==> config.mk <==
export PLATFORM = sky130hd
export DESIGN_NAME = marquee_led_engine
export DESIGN_NICKNAME = d
export VERILOG_FILES = /design/src/rtl/marquee_led_engine.sv
export SDC_FILE = /design/constraint.sdc
export NUM_CORES = 1
export LEC_CHECK = 0
export ABC_CLOCK_PERIOD_IN_PS = 4790
export CAP_MARGIN = 40
export CORE_UTILIZATION = 37
export DETAILED_ROUTE_END_ITERATION = 10
export SLEW_MARGIN = 5
export SYNTH_ARGS = -nofsm -noshare
export SYNTH_HDL_FRONTEND = slang
export SYNTH_SLANG_ARGS = --single-unit
==> constraint.sdc <==
create_clock -name clk -period 4.79 [get_ports clk]
set_input_delay 0.7185 -clock clk [delete_from_list [all_inputs] [get_ports clk]]
set_output_delay 0.7185 -clock clk [all_outputs]
set_load 0.005 [all_outputs]
==> src/rtl/marquee_led_engine.sv <==
// rtl/marquee_led_engine.sv - parametrised LED marquee pattern generator
//
// Purpose: drives N_LED outputs with one of five patterns (ALT, FILL,
// CONVERGE, BOUNCE, COUNT) or OFF. A runtime prescaler sets the tick rate.
// A one-cycle strobe marks each wrap of the pattern sequence.
//
// Optional feature macro: MARQUEE_PWM_EN (adds duty[3:0] brightness gating).
//
// Ports:
//   clk        in   system clock
//   rst        in   asynchronous active-high reset
//   mode[2:0]  in   0 ALT, 1 FILL, 2 CONVERGE, 3 BOUNCE, 4 COUNT, 5-7 OFF
//   speed      in   tick period minus one, in clk cycles (compared live)
//   pause      in   holds prescaler and pattern state while high
//   duty[3:0]  in   (MARQUEE_PWM_EN only) brightness, 0 dark .. 15 full
//   led        out  LED drive, bit 0 = first LED
//   cycle_done out  one-cycle pulse on the tick that wraps the sequence
module marquee_led_engine #(
  parameter int N_LED = 26,
  parameter int DIV_W = 24
) (
  input  logic             clk,
  input  logic             rst,
  input  logic [2:0]       mode,
  input  logic [DIV_W-1:0] speed,
  input  logic             pause,
`ifdef MARQUEE_PWM_EN
  input  logic [3:0]       duty,
`endif
  output logic [N_LED-1:0] led,
  output logic             cycle_done
);

  localparam int SW = $clog2(2 * N_LED);
  localparam int H  = (N_LED + 1) / 2;

  localparam logic [2:0] M_ALT    = 3'd0;
  localparam logic [2:0] M_FILL   = 3'd1;
  localparam logic [2:0] M_CONV   = 3'd2;
  localparam logic [2:0] M_BOUNCE = 3'd3;
  localparam logic [2:0] M_COUNT  = 3'd4;

  localparam logic [SW-1:0] N_S     = SW'(N_LED);
  localparam logic [SW-1:0] N1_S    = SW'(N_LED - 1);
  localparam logic [SW-1:0] N2_S    = SW'(N_LED - 2);
  localparam logic [SW-1:0] H_S     = SW'(H);
  localparam logic [SW-1:0] FILL_LS = SW'(2 * N_LED - 1);
  localparam logic [SW-1:0] CONV_LS = SW'(2 * H - 1);

  localparam logic [N_LED-1:0]   LED_ONE  = {{(N_LED-1){1'b0}}, 1'b1};
  localparam logic [2*N_LED-1:0] ALT_WIDE = {N_LED{2'b01}};
  localparam logic [N_LED-1:0]   ALT_INIT = ALT_WIDE[N_LED-1:0];

  typedef enum logic {DIR_UP = 1'b0, DIR_DOWN = 1'b1} dir_t;

  logic [2:0]       r_mode_q;
  logic [DIV_W-1:0] r_div;
  logic [SW-1:0]    r_step;
  dir_t             r_dir;
  logic [N_LED-1:0] r_led;
  logic             r_done;

  logic             w_tick;
  logic [N_LED-1:0] w_led_nx;
  logic [N_LED-1:0] w_led_init;
  logic [SW-1:0]    w_step_nx;
  logic [SW-1:0]    w_cv_off;
  dir_t             w_dir_nx;
  logic             w_done_nx;

  assign w_tick   = (r_div == speed);
  assign w_cv_off = r_step - H_S;

  // Next pattern state, applied only on a tick.
  always_comb begin
    w_led_nx   = r_led;
    w_step_nx  = r_step;
    w_dir_nx   = r_dir;
    w_done_nx  = 1'b0;
    w_led_init = '0;
    if (mode == M_ALT)    w_led_init = ALT_INIT;
    if (mode == M_BOUNCE) w_led_init = LED_ONE;
    case (r_mode_q)
      M_ALT: begin
        w_led_nx  = ~r_led;
        w_done_nx = (~r_led == ALT_INIT);
      end
      M_FILL: begin
        if (r_step < N_S) w_led_nx = r_led | (LED_ONE << r_step);
        else              w_led_nx = r_led & ~(LED_ONE << (r_step - N_S));
        if (r_step == FILL_LS) begin
          w_step_nx = '0;
          w_done_nx = 1'b1;
        end else begin
          w_step_nx = r_step + SW'(1);
        end
      end
      M_CONV: begin
        // Both halves are merged into one mask so the middle LED of an odd
        // strip gets a single consistent value.
        if (r_step < H_S)
          w_led_nx = r_led | (LED_ONE << r_step) | (LED_ONE << (N1_S - r_step));
        else
          w_led_nx = r_led & ~((LED_ONE << w_cv_off) | (LED_ONE << (N1_S - w_cv_off)));
        if (r_step == CONV_LS) begin
          w_step_nx = '0;
          w_done_nx = 1'b1;
        end else begin
          w_step_nx = r_step + SW'(1);
        end
      end
      M_BOUNCE: begin
        // r_step holds the lit position; the ends turn around immediately.
        if (r_dir == DIR_UP) begin
          if (r_step == N1_S) begin
            w_step_nx = N2_S;
            w_dir_nx  = DIR_DOWN;
          end else begin
            w_step_nx = r_step + SW'(1);
          end
        end else begin
          if (r_step == '0) begin
            w_step_nx = SW'(1);
            w_dir_nx  = DIR_UP;
            w_done_nx = 1'b1;
          end else begin
            w_step_nx = r_step - SW'(1);
          end
        end
        w_led_nx = LED_ONE << w_step_nx;
      end
      M_COUNT: begin
        w_led_nx  = r_led + LED_ONE;
        w_done_nx = &r_led;
      end
      default: w_led_nx = '0;
    endcase
  end

  always_ff @(posedge clk or posedge rst) begin
    if (rst) begin
      r_mode_q <= 3'b111;
      r_div    <= '0;
      r_step   <= '0;
      r_dir    <= DIR_UP;
      r_led    <= '0;
      r_done   <= 1'b0;
    end else if (mode != r_mode_q) begin
      r_mode_q <= mode;
      r_div    <= '0;
      r_step   <= '0;
      r_dir    <= DIR_UP;
      r_led    <= w_led_init;
      r_done   <= 1'b0;
    end else if (pause) begin
      r_done   <= 1'b0;
    end else if (w_tick) begin
      r_div    <= '0;
      r_step   <= w_step_nx;
      r_dir    <= w_dir_nx;
      r_led    <= w_led_nx;
      r_done   <= w_done_nx;
    end else begin
      r_div    <= r_div + DIV_W'(1);
      r_done   <= 1'b0;
    end
  end

`ifdef MARQUEE_PWM_EN
  logic [3:0] r_pwm_cnt;
  logic       w_pwm_on;

  always_ff @(posedge clk or posedge rst) begin
    if (rst) r_pwm_cnt <= '0;
    else     r_pwm_cnt <= r_pwm_cnt + 4'd1;
  end

  assign w_pwm_on = (duty > r_pwm_cnt) || (duty == 4'hF);
  assign led      = r_led & {N_LED{w_pwm_on}};
`else
  assign led      = r_led;
`endif

  assign cycle_done = r_done;

endmodule

==> results by group <==
Clocking
  • H-Tree Level Count: 3
  • Worst-case clock buffer depth: 2
  • Post-CTS Setup Bufs: 0
  • CTS sink count: 61
  • Total of hold buffers inserted after clock tree synthesis: 0
  • Resized Gates After CTS: 0
  • CTS tree: yes
  • Master cell of the clock root buffer: sky130_fd_sc_hd__clkbuf_16
  • Latest clock arrival within the worst-skew pair: about 0.35 ns
  • Clock buffers created by TritonCTS: 9
  • Post-CTS clock slew at the launch and capture registers of the worst setup and hold paths: ~0.060 ns

Detailed routing
  • Average wire length per cell after detail routing: ~25 um
  • Uppermost layer routed: met4
  • Routed wire length: 30,300 um
  • Metal3 WL: 3530 um
  • Count of TritonRoute iterations in the first routing pass: 7
  • Met2 layer wire length in the routed design: between 10,000 and 15,000 um
  • Via density per instance: 6.82
  • Met1 routed wirelength after detailed routing: 13,100 um
  • Number of DRC markers in iteration 0: 1,412
  • Via count of the routed design: 8,232
  • DRT antenna net count: 0
  • Remaining routing DRC violations: 0

Timing
  • Worst Clk Skew: ~0.0096 ns
  • Final hold violation count: 0
  • Worst slew margin: between 30% and 40%
  • Final worst path period need: 3.65 ns
  • FMAX: 274 MHz
  • Setup Total Neg Slack: 0 ns
  • Final period utilization: 76.2%
  • Max Transition Viols Final: 0
  • Slew at the pin closest to its max-slew limit: 1.02 ns
  • Post-route worst hold slack: a little under 0.6 ns
  • Unrepaired setup endpoints after global routing: false
  • Number of setup violations in the final report: 0

Worst setup path
  • Top fanout value on the critical path: 11
  • Start-to-end type of the worst setup path: reg2reg
  • Startpoint kind of the worst setup timing path: register
  • Slowest-stage cell, CP: sky130_fd_sc_hd__a2111oi_0
  • Maximum cell stage delay along the critical path: 0.59 ns
  • Worst path required time: 4.98 ns
  • Worst EP arrival: 3.84 ns
  • Setup crit end kind: register
  • Ordered cell list for the critical path: inv_1, ha_1, a21boi_1, mux2i_1, o32ai_1, or4_1, nor3_1, a2111oi_0, o21ai_0

Logic synthesis
  • Post-synth design cell area: 7010 um2
  • Sequential-to-total area share from yosys stat: 21.8%
  • Asr flop ratio synth: 100%
  • Synthesis-stage register bit count: 61
  • Mean instance size in the synthesized netlist: ~7.3 um2
  • Yosys warning count: 0
  • Total nets after synthesis: 1,002
  • Predominant post-synthesis flop cell: sky130_fd_sc_hd__dfrtp_1
  • Number of enable flip-flop cells after synthesis: 0
  • Number of instances in the synthesized netlist: ~960
  • Cell variety after synth: 82

Global route
  • Global-route usage over all layers: 31.2%
  • Remaining global-route overflow: 0
  • Antenna violations before repair: 0
  • Maximum number of pins on one net before global-route repair: 36
  • Via count of the first global-routing pass: 7,601
  • Global-route wire length before repair: between 40,000 and 50,000 um

Power and ir drop
  • Fraction of power consumed by sequential logic: 36.7%
  • Total chip power: 1.50 mW
  • Fraction of power consumed by combinational cells: a little over a fifth
  • Clock share of power: 42.1%
  • Leak Pwr: between 2 and 3 nW
  • Power Density: 187 nW/um2
  • Switching Power: 0.501 mW
  • Internal power of the cells: 1.00 mW
  • Switching part of the total: 33.3%
  • Peak ir drop on the vdd network: between 100 and 150 uV

Floorplan
  • Core Region: 18,300 um2
  • Standard-cell rows: 49
  • Width of the chip: 140 um
  • Vertical die dimension: 140 um
  • Starting Density: between 30% and 40%
  • Ports placed on the boundary: 57
  • Die Outline Area: 19,500 um2

Cells and area
  • Share of layout cells above drive strength 1: 7.67%
  • Diode insertion count for antenna repair: 0
  • Nets: 1,019
  • Final cell count without fillers: 1,207
  • Layout fillers: 1,908
  • Final core area utilization: 43.9%
  • Relative area change from synthesis to final layout: 14.6%

Placement
  • DP Wirelength: 22,300 um
  • RD Place Congestion: ~1.1
  • Cells after DPL: about 1,200
  • Port bufs: 56

Run
  • Max Cap Violations: 0

Hold path
  • Worst hold path class: reg2reg

Outcome
  • Outcome: finished clean
power groups by stage:
| stage | Combinational [mW] | Clock, mW | Sequential [mW] |
|---|---|---|---|
| global placement | 0.308 | 0 | 0.561 |
| detailed placement | 0.306 | 0 | 0.560 |
| CTS | 0.308 | 0.634 | 0.551 |
| floorplan | 0.197 | 0 | 0.544 |
| global route | 0.339 | 0.660 | 0.554 |
| finish | 0.319 | 0.633 | 0.552 |
sequential cells by signal, indices dropped and copies added, names as in the netlist:
signal and count:
cycle_done 1, r_mode_q 3, r_dir 1, r_step 6, led 26, r_div 24
per-stage QoR:
step	setup WS, ns	cell area, um2
5_1_grt	0.968	8030
6_report	1.14	8030
3_3_place_gp	1.13	7740
3_5_place_dp	1.15	7750
2_1_floorplan	1.86	7010
4_1_cts	1.31	8030
layout by cell type (no fill, tap or decap), types with 8 or more instances in the layout:
cell type,netlist,routed
sky130_fd_sc_hd__xnor2_1,50,50
sky130_fd_sc_hd__nor2_1,79,79
sky130_fd_sc_hd__a211o_1,11,11
sky130_fd_sc_hd__and2_1,12,12
sky130_fd_sc_hd__o32ai_1,9,9
sky130_fd_sc_hd__a31oi_1,31,30
sky130_fd_sc_hd__ha_1,15,15
sky130_fd_sc_hd__nand2_1,87,87
sky130_fd_sc_hd__clkbuf_16,0,9
sky130_fd_sc_hd__and3_1,10,10
sky130_fd_sc_hd__nor2b_1,12,12
sky130_fd_sc_hd__a211oi_1,20,20
sky130_fd_sc_hd__clkdlybuf4s50_1,0,56
sky130_fd_sc_hd__o22ai_1,10,10
sky130_fd_sc_hd__nor3_1,37,36
sky130_fd_sc_hd__nand4_1,26,26
sky130_fd_sc_hd__a21oi_1,56,56
sky130_fd_sc_hd__o21ai_0,60,60
sky130_fd_sc_hd__dfrtp_1,58,58
sky130_fd_sc_hd__or3_1,10,10
sky130_fd_sc_hd__o221ai_1,8,8
sky130_fd_sc_hd__inv_1,17,16
sky130_fd_sc_hd__mux2i_1,9,9
sky130_fd_sc_hd__nand3_1,44,44
sky130_fd_sc_hd__nor4_1,12,11
sky130_fd_sc_hd__xor2_1,25,25
sky130_fd_sc_hd__buf_4,1,29
sky130_fd_sc_hd__o211ai_1,15,15
sky130_fd_sc_hd__nand2b_1,18,18
sky130_fd_sc_hd__o31ai_1,12,12
logic make-up after synthesis:
family,Yosys count,synth area share (%)
AOI/OAI and AO/OA,304,29.5
xor gates and xnor gates,75,9.38
adders and majority gates,15,2.68
buffers and inverters,101,5.97
DFF,61,21.8
muxes,13,1.93
and+or+nand+nor,388,28.7
synthesized netlist by cell type (11+ instances only):
library cell / number / area share (%)
sky130_fd_sc_hd__clkbuf_1: 56 / 3.0
sky130_fd_sc_hd__a211o_1: 11 / 1.4
sky130_fd_sc_hd__nand3_1: 44 / 3.1
sky130_fd_sc_hd__dfrtp_1: 58 / 21
sky130_fd_sc_hd__nor3_1: 37 / 2.6
sky130_fd_sc_hd__a21oi_1: 56 / 4.0
sky130_fd_sc_hd__inv_1: 17 / 0.91
sky130_fd_sc_hd__nand2b_1: 18 / 1.6
sky130_fd_sc_hd__a211oi_1: 20 / 2.1
sky130_fd_sc_hd__ha_1: 15 / 2.7
sky130_fd_sc_hd__o21ai_0: 60 / 4.3
sky130_fd_sc_hd__nor2b_1: 12 / 1.1
sky130_fd_sc_hd__a31oi_1: 31 / 2.8
sky130_fd_sc_hd__and2_1: 12 / 1.1
sky130_fd_sc_hd__xor2_1: 25 / 3.1
sky130_fd_sc_hd__o31ai_1: 12 / 1.3
sky130_fd_sc_hd__nand2_1: 87 / 4.7
sky130_fd_sc_hd__xnor2_1: 50 / 6.3
sky130_fd_sc_hd__nor2_1: 79 / 4.2
sky130_fd_sc_hd__nor4_1: 12 / 1.1
sky130_fd_sc_hd__o211ai_1: 15 / 1.6
sky130_fd_sc_hd__nand4_1: 26 / 2.3
sky130_fd_sc_hd__buf_2: 15 / 1.1
layout make-up:
class	instances	area, um2	area share [%]
Timing Repair Buffer	86	783	9.76
Inverter	21	78.8	0.982
Clock buffer	10	239	2.98
Tap cell	229	287	3.57
Multi-Input combinational cell	795	5070	63.2
Sequential cell	61	1530	19.1
Clock inverter	5	36.3	0.452
per-layer routing:
metal | global-route usage (%) | up-vias
li1 | - | 3634
met1 | 44.3 | 3912
met3 | 7.33 | 100
met4 | 13.6 | 0
met5 | 0 | -
met2 | 44.6 | 586
worst max-delay path: cells and delay by family, from the launching register on:
| family | cells | cell delay [ns] |
|---|---|---|
| multiplexers | 1 | 0.13 |
| AND/OR/NAND/NOR | 2 | 0.60 |
| flip-flops | 1 | 0.54 |
| buffers and inverters | 1 | 0.32 |
| adder cells (fa/ha/maj) | 1 | 0.41 |
| AO/OA/AOI/OAI | 4 | 1.47 |
path summary, 6_finish.rpt:
check	start	endpoint	slack, ns	cells after the start
min in group asynchronous	rst	led[6]$_DFFE_PP0P_	0.78	2
hold / removal	r_div[10]$_DFFE_PP0P_	r_div[10]$_DFFE_PP0P_	0.58	2
setup reg to reg	r_step[2]$_DFFE_PP0P_	led[16]$_DFFE_PP0P_	1.14	9
max in group asynchronous	rst	r_mode_q[1]$_DFFE_PP1N_	3.07	3
hold reg to reg	r_div[10]$_DFFE_PP0P_	r_div[10]$_DFFE_PP0P_	0.58	2
setup / recovery	r_step[2]$_DFFE_PP0P_	led[16]$_DFFE_PP0P_	1.14	9
No activity file was read; power rests on OpenSTA's default activity.
